--- src/rtl/alu_writeback_stage_if.sv ---
// Interface bundling the ALU-result input handshake, the register-file
// writeback handshake and the status/trap outputs of alu_writeback_stage.
// The trap signals exist only when OVERFLOW_TRAP_EN is defined.
// slave  : the stage itself.
// master : whatever drives the ALU results and consumes the writebacks.
interface alu_writeback_stage_if #(
    parameter int DEST_W = 3
);
    logic              in_valid;
    logic              in_ready;
    logic [3:0]        in_alu_op;
    logic [DEST_W-1:0] in_dest;
    logic [7:0]        in_result;
    logic              in_zero;
    logic              in_carry;
    logic              in_negative;
    logic              in_overflow;
    logic              wb_valid;
    logic              wb_ready;
    logic [DEST_W-1:0] wb_dest;
    logic [7:0]        wb_data;
    logic [3:0]        status;
`ifdef OVERFLOW_TRAP_EN
    logic              trap;
    logic [3:0]        trap_op;
    logic              trap_ack;
`endif

    modport slave (
`ifdef OVERFLOW_TRAP_EN
        output trap,
        output trap_op,
        input  trap_ack,
`endif
        input  in_valid,
        output in_ready,
        input  in_alu_op,
        input  in_dest,
        input  in_result,
        input  in_zero,
        input  in_carry,
        input  in_negative,
        input  in_overflow,
        output wb_valid,
        input  wb_ready,
        output wb_dest,
        output wb_data,
        output status
    );

    modport master (
`ifdef OVERFLOW_TRAP_EN
        input  trap,
        input  trap_op,
        output trap_ack,
`endif
        output in_valid,
        input  in_ready,
        output in_alu_op,
        output in_dest,
        output in_result,
        output in_zero,
        output in_carry,
        output in_negative,
        output in_overflow,
        input  wb_valid,
        output wb_ready,
        input  wb_dest,
        input  wb_data,
        input  status
    );
endinterface

--- src/rtl/alu_writeback_stage.sv ---
// alu_writeback_stage: sits right after the 8-bit ALU. Accepted results that
// write a register are queued in a small FIFO drained by the valid/ready
// writeback port; writing and compare opcodes update the {N,Z,C,V} status.
// Optional feature macro: OVERFLOW_TRAP_EN adds an overflow trap FSM
// (RUN/TRAP) with trap/trap_op/trap_ack; without it the stage is always RUN.
module alu_writeback_stage #(
    parameter int DEST_W     = 3,
    parameter int FIFO_DEPTH = 2
) (
    input  logic                  clk,
    input  logic                  rst,
    alu_writeback_stage_if.slave  bus
);
    localparam int PTR_W   = (FIFO_DEPTH > 1) ? $clog2(FIFO_DEPTH) : 1;
    localparam int CNT_W   = $clog2(FIFO_DEPTH + 1);
    localparam int ENTRY_W = DEST_W + 8;

    logic [PTR_W-1:0]   wr_ptr_q, wr_ptr_d;
    logic [PTR_W-1:0]   rd_ptr_q, rd_ptr_d;
    logic [CNT_W-1:0]   count_q, count_d;
    logic [3:0]         status_q, status_d;
    logic [ENTRY_W-1:0] entries [FIFO_DEPTH];
    logic [ENTRY_W-1:0] head;

    logic full;
    logic run;
    logic in_ready_int;
    logic accept;
    logic push;
    logic pop;
    logic is_write;
    logic is_flag_only;
    logic is_trap_op;

    // Opcode classification: 0x1..0xB and 0xD write a register, 0xC only sets flags.
    always_comb begin
        is_write     = ((bus.in_alu_op >= 4'h1) && (bus.in_alu_op <= 4'hB)) ||
                       (bus.in_alu_op == 4'hD);
        is_flag_only = (bus.in_alu_op == 4'hC);
        is_trap_op   = (bus.in_alu_op == 4'h1) || (bus.in_alu_op == 4'h2) ||
                       (bus.in_alu_op == 4'h3) || (bus.in_alu_op == 4'hD);
    end

`ifdef OVERFLOW_TRAP_EN
    typedef enum logic {
        RUN  = 1'b0,
        TRAP = 1'b1
    } state_t;

    state_t     state_q;
    logic       trap_q;
    logic [3:0] trap_op_q;

    assign run = (state_q == RUN);

    // Trap FSM: enter TRAP on an accepted signed-arith overflow, leave the cycle after trap_ack.
    always_ff @(posedge clk or posedge rst) begin
        if (rst) begin
            state_q   <= RUN;
            trap_q    <= 1'b0;
            trap_op_q <= 4'h0;
        end else begin
            case (state_q)
                RUN: begin
                    if (accept && is_trap_op && bus.in_overflow) begin
                        state_q   <= TRAP;
                        trap_q    <= 1'b1;
                        trap_op_q <= bus.in_alu_op;
                    end
                end
                TRAP: begin
                    if (bus.trap_ack) begin
                        state_q <= RUN;
                        trap_q  <= 1'b0;
                    end
                end
                default: begin
                    state_q <= RUN;
                    trap_q  <= 1'b0;
                end
            endcase
        end
    end

    assign bus.trap    = trap_q;
    assign bus.trap_op = trap_op_q;
`else
    assign run = 1'b1;
`endif

    // Handshake: in_ready depends only on registered state (and reset), never on wb_ready.
    always_comb begin
        full         = (count_q == CNT_W'(FIFO_DEPTH));
        in_ready_int = !rst && !full && run;
        accept       = bus.in_valid && in_ready_int;
        push         = accept && is_write;
        pop          = (count_q != '0) && bus.wb_ready;
    end

    // Next-state for pointers, occupancy and status register.
    always_comb begin
        wr_ptr_d = wr_ptr_q;
        rd_ptr_d = rd_ptr_q;
        count_d  = count_q;
        status_d = status_q;
        if (push) begin
            wr_ptr_d = wr_ptr_q + PTR_W'(1);
        end
        if (pop) begin
            rd_ptr_d = rd_ptr_q + PTR_W'(1);
        end
        case ({push, pop})
            2'b10:   count_d = count_q + CNT_W'(1);
            2'b01:   count_d = count_q - CNT_W'(1);
            default: count_d = count_q;
        endcase
        if (accept && (is_write || is_flag_only)) begin
            status_d = {bus.in_negative, bus.in_zero, bus.in_carry, bus.in_overflow};
        end
    end

    // Control/status registers; reset empties the FIFO immediately.
    always_ff @(posedge clk or posedge rst) begin
        if (rst) begin
            wr_ptr_q <= '0;
            rd_ptr_q <= '0;
            count_q  <= '0;
            status_q <= 4'b0000;
        end else begin
            wr_ptr_q <= wr_ptr_d;
            rd_ptr_q <= rd_ptr_d;
            count_q  <= count_d;
            status_q <= status_d;
        end
    end

    // FIFO storage: one register per entry, written when the write pointer selects it.
    genvar gi;
    generate
        for (gi = 0; gi < FIFO_DEPTH; gi++) begin : g_entry
            logic [ENTRY_W-1:0] entry_q, entry_d;

            // Capture {dest, result} on a push aimed at this slot.
            always_comb begin
                entry_d = entry_q;
                if (push && (wr_ptr_q == PTR_W'(gi))) begin
                    entry_d = {bus.in_dest, bus.in_result};
                end
            end

            // Entry register, cleared on reset so the head reads zero when empty.
            always_ff @(posedge clk or posedge rst) begin
                if (rst) begin
                    entry_q <= '0;
                end else begin
                    entry_q <= entry_d;
                end
            end

            assign entries[gi] = entry_q;
        end
    endgenerate

    // Head entry is read straight from storage, so it holds steady while stalled.
    assign head         = entries[rd_ptr_q];
    assign bus.in_ready = in_ready_int;
    assign bus.wb_valid = (count_q != '0);
    assign bus.wb_dest  = head[ENTRY_W-1:8];
    assign bus.wb_data  = head[7:0];
    assign bus.status   = status_q;
endmodule
--- src/flat_wrapper.sv ---
// flat-port wrapper written by rule: the top's interface ports become plain ports
module alu_writeback_stage_flat 
#(
    parameter int DEST_W     = 3,
    parameter int FIFO_DEPTH = 2
)
  (clk, rst, bus_in_valid, bus_in_ready, bus_in_alu_op, bus_in_dest, bus_in_result, bus_in_zero, bus_in_carry, bus_in_negative, bus_in_overflow, bus_wb_valid, bus_wb_ready, bus_wb_dest, bus_wb_data, bus_status);
  alu_writeback_stage_if #(.DEST_W(DEST_W)) bus_i ();
  input  logic clk;
  input  logic rst;
  input wire logic [$bits(bus_i.in_valid)-1:0] bus_in_valid;
  output wire logic [$bits(bus_i.in_ready)-1:0] bus_in_ready;
  input wire logic [$bits(bus_i.in_alu_op)-1:0] bus_in_alu_op;
  input wire logic [$bits(bus_i.in_dest)-1:0] bus_in_dest;
  input wire logic [$bits(bus_i.in_result)-1:0] bus_in_result;
  input wire logic [$bits(bus_i.in_zero)-1:0] bus_in_zero;
  input wire logic [$bits(bus_i.in_carry)-1:0] bus_in_carry;
  input wire logic [$bits(bus_i.in_negative)-1:0] bus_in_negative;
  input wire logic [$bits(bus_i.in_overflow)-1:0] bus_in_overflow;
  output wire logic [$bits(bus_i.wb_valid)-1:0] bus_wb_valid;
  input wire logic [$bits(bus_i.wb_ready)-1:0] bus_wb_ready;
  output wire logic [$bits(bus_i.wb_dest)-1:0] bus_wb_dest;
  output wire logic [$bits(bus_i.wb_data)-1:0] bus_wb_data;
  output wire logic [$bits(bus_i.status)-1:0] bus_status;
  assign bus_i.in_valid = bus_in_valid;
  assign bus_in_ready = bus_i.in_ready;
  assign bus_i.in_alu_op = bus_in_alu_op;
  assign bus_i.in_dest = bus_in_dest;
  assign bus_i.in_result = bus_in_result;
  assign bus_i.in_zero = bus_in_zero;
  assign bus_i.in_carry = bus_in_carry;
  assign bus_i.in_negative = bus_in_negative;
  assign bus_i.in_overflow = bus_in_overflow;
  assign bus_wb_valid = bus_i.wb_valid;
  assign bus_i.wb_ready = bus_wb_ready;
  assign bus_wb_dest = bus_i.wb_dest;
  assign bus_wb_data = bus_i.wb_data;
  assign bus_status = bus_i.status;
  alu_writeback_stage #(.DEST_W(DEST_W), .FIFO_DEPTH(FIFO_DEPTH)) u_core (.clk(clk), .rst(rst), .bus(bus_i));
endmodule
--- config.mk ---
export PLATFORM = sky130hd
export DESIGN_NAME = alu_writeback_stage_flat
export DESIGN_NICKNAME = d
export VERILOG_FILES = /design/src/rtl/alu_writeback_stage_if.sv /design/src/rtl/alu_writeback_stage.sv /design/src/flat_wrapper.sv
export SDC_FILE = /design/constraint.sdc
export NUM_CORES = 1
export LEC_CHECK = 0
export CORE_UTILIZATION = 51
export CTS_CLUSTER_DIAMETER = 80
export DETAILED_ROUTE_END_ITERATION = 8
export GPL_ROUTABILITY_DRIVEN = 0
export PLACE_DENSITY_LB_ADDON = 0.2
export SKIP_CTS_REPAIR_TIMING = 1
export SLEW_MARGIN = 15
export SYNTH_ARGS = -nofsm -noshare
export SYNTH_HDL_FRONTEND = slang
export SYNTH_SLANG_ARGS = --single-unit
--- constraint.sdc ---
create_clock -name clk -period 3.5 [get_ports clk]
set_input_delay 0.875 -clock clk [delete_from_list [all_inputs] [get_ports clk]]
set_output_delay 0.875 -clock clk [all_outputs]
set_load 0.005 [all_outputs]
==> metrics.csv <==
stage;metric;value;unit
worst_setup_path;crit_slowest_cell;clkdlybuf4s50_1;
detailed_routing;routed-via-count;859;
cells_and_area;drive_gt1_share;35.3;%
flow_run;cap_violations;0;
place;dpl.hpwl;1860;um
die;die_area;0.00305;mm^2
sta;setup_tns;0;ps
detailed_routing;wl_per_cell;15.7;um
grt;antenna_found_initial;0;
worst_setup_path;slowest_delay;510;ps
sta;whs;504;ps
synthesis;ys_seq_area_share;51.9;%
pwr;power_frac_comb;46.6;%
die;io_pins;40;
cells_and_area;register_area;751;um^2
worst_setup_path;crit_fanout;3;
synthesis;synth_fp_nets;115;
synthesis;syn_area;0.00145;mm^2
cells_and_area;fin_nets;159;
synthesis;synth_cell_types;22;
hold_path;hp-class;reg -> reg;
worst_setup_path;required;2620;ps
worst_setup_path;reg2regPathDepth;4;
worst_setup_path;critPathTopFamily;buffers and inverters;
sta;hold_viol;0;
die;start_util;56.3;%
worst_setup_path;path_cells;clkdlybuf4s50_1, nor2_1, clkdlybuf4s50_1;
pwr;intPower;1.18;mW
clocking;htree_levels;2;
clocking;clockRootBuffer;clkbuf_4;
detailed_routing;antenna_left;0;
pwr;clkPwrFrac;13.3;%
sta;timing.final.ws_setup;638;ps
sta;clock.fmax;349;MHz
worst_setup_path;crit_type;in -> out;
sta;finalCritPeriodShare;81.8;%
clocking;cts_tree;built;
sta;fin_crit;2860;ps
pwr;power;1.63;mW
cells_and_area;multi_input_area;653;um^2
detailed_routing;viasPerCell;5.17;
worst_setup_path;path_common_cell;clkdlybuf4s50_1;
detailed_routing;first_pass_iters;3;
synthesis;ys_ff_latch;30;
die;fp.dieH;55.3;um
place;port_buffers;39;
clocking;cts_made_buffers;5;
cells_and_area;fin_util;74.3;%
clocking;clk_path_buf_depth;2;
worst_setup_path;critical_path_depth;3;
worst_setup_path;cp_data_arrival_time;1990;ps
grt;grt_use_total;19.2;%
detailed_routing;drtIter0Drc;14;
pwr;pwr-share-seq;40.1;%
detailed_routing;wirelength;2610;um
outcome;outcome;finished, final reports clean;
worst_setup_path;worst-path-buf-inv;2;
synthesis;yosys.area.top_type;dfrtp_1;
die;rows;18;
pwr;sw_frac_of_total;27.6;%
sta;fin_worst_skew;7.89;ps
grt;grt_overflow_total;0;
cells_and_area;num_antenna_cells;0;
pwr;p_switching;0.450;mW
sta;max_slew_margin;64.1;%
synthesis;yosysTopAreaCellShare;51.9;%
cells_and_area;syn2layout_area_growth;31.8;%
sta;rsz0062_at_grt;false;
grt;grt_pass1_wl;4510;um
grt;first_global_vias;957;
pwr;ir_drop;0.567;mV
cells_and_area;fillCellCount;176;
worst_setup_path;end_kind;output pin;
sta;setup_viol;0;
die;core_area;0.00257;mm^2
place;post-place-ws;641;ps
synthesis;synth_area_leaders;dfrtp_1 (52%), mux2_4 (21%), mux2_2 (12%);
grt;grt_max_degree;31;
sta;tightest_slew;539;ps
detailed_routing;route.detailed.drc;0;
sta;drv_slew;0;
clocking;clkTransAtPathRegs;90;ps
clocking;cts_sinks;30;
worst_setup_path;startpoint_type;input port;
clocking;clk_latency;320;ps
pwr;power_density;855;mW/mm^2
synthesis;syn_area_per_cell;15.9;um^2
die;die_w;55.3;um
synthesis;post_synth_inst_count;91;
pwr;p_leak;0.852;nW
synthesis;synth_warnings;0;
hold_path;worstHoldPathCells;1;
[layout by cell type (no fill, tap or decap)]
cell             instances
dfrtp_1                 30
xnor2_1                  3
nand2_1                  2
nor4b_4                  1
buf_4                    1
nor2b_1                  1
ha_1                     1
nand3_1                  1
clkdlybuf4s50_1         39
clkbuf_1                 1
and2_1                   1
and3_4                   1
inv_1                    2
mux2_4                  20
mux2_1                   2
nand3b_2                 1
nor4_2                   1
clkinv_2                 1
clkbuf_4                 5
nor2_1                   2
mux2_2                  15
or2_2                    1
xor2_1                   2
clkbuf_8                 1
o211ai_1                 1
[kinds of logic after synthesis]
kind of cell | synth area share (%)
mux | 34.0
flops | 51.9
simple gates | 6.75
xor+xnor | 3.03
buf+inv | 2.94
compound gates | 0.519
fa+ha+maj | 0.865
[registers in the layout, summed over array words and instances (netlist names)]
signal / count
u_core.bus.status: 4
u_core.count_q: 2
u_core.wr_ptr_q: 1
u_core.g_entry.entry_q: 22
u_core.rd_ptr_q: 1
[worst register-to-register path: cells and delay by family (launching register included)]
kind	cells	cell delay [ps]
muxes	1	420
DFF	1	420
and+or+nand+nor	3	940
[area by class of cell]
type | instances | share of cell area, %
Clock buffer | 7 | 2.89
Clock inverter | 1 | 0.262
Inverter | 2 | 0.394
Multi-Input combinational cell | 56 | 34.3
Sequential cell | 30 | 39.4
Tap cell | 30 | 1.97
Timing Repair Buffer | 40 | 20.9
[path summary, 6_finish.rpt]
check	from	endpoint	slack, ps
worst max-delay path	rst	bus_in_ready	640
min in group asynchronous	rst	u_core.count_q[1]	1030
worst min register to register	u_core.bus.status[1]	u_core.bus.status[1]	500
max in group asynchronous	rst	u_core.g_entry[1].entry_q[0]	2190
worst min-delay path	u_core.bus.status[1]	u_core.bus.status[1]	500
worst max register to register	u_core.count_q[1]	u_core.g_entry[0].entry_q[0]	1600
[synth_stat cells (all sizes together)]
cell and instances:
and2 1, nand3 1, buf 3, o211ai 1, mux2 37, xnor2 3, dfrtp 30, nor4b 1
nor4 1, inv 2, ha 1, xor2 2, nand3b 1, or2 1, nor2 2, and3 1
nor2b 1, nand2 2
[power by group through the flow]
stage	logic [mW]	clock network (mW)	registers, mW
2_1_floorplan	0.476	0	0.603
3_3_place_gp	0.753	0	0.641
3_5_place_dp	0.769	0	0.658
4_1_cts	0.773	0.224	0.654
5_1_grt	0.818	0.238	0.672
6_report	0.761	0.217	0.653
[metal layers]
| layer | vias to the layer above | part of all wire, % | track usage, % |
|---|---|---|---|
| met2 | 29 | 48 | 29.9 |
| met5 | - | 0 | 0 |
| li1 | 406 | - | - |
| met4 | 0 | 1.0 | 6.43 |
| met3 | 4 | 5.5 | 7.26 |
| met1 | 420 | 46 | 24.6 |
[stage by stage]
stage | cell area, um^2 | cells
floorplan | 1450 | 91
global placement | 1850 | 158
detailed placement | 1850 | 158
CTS | 1910 | 166
global route | 1910 | 166
finish | 1910 | 166
(Power assumes the default switching activity.)
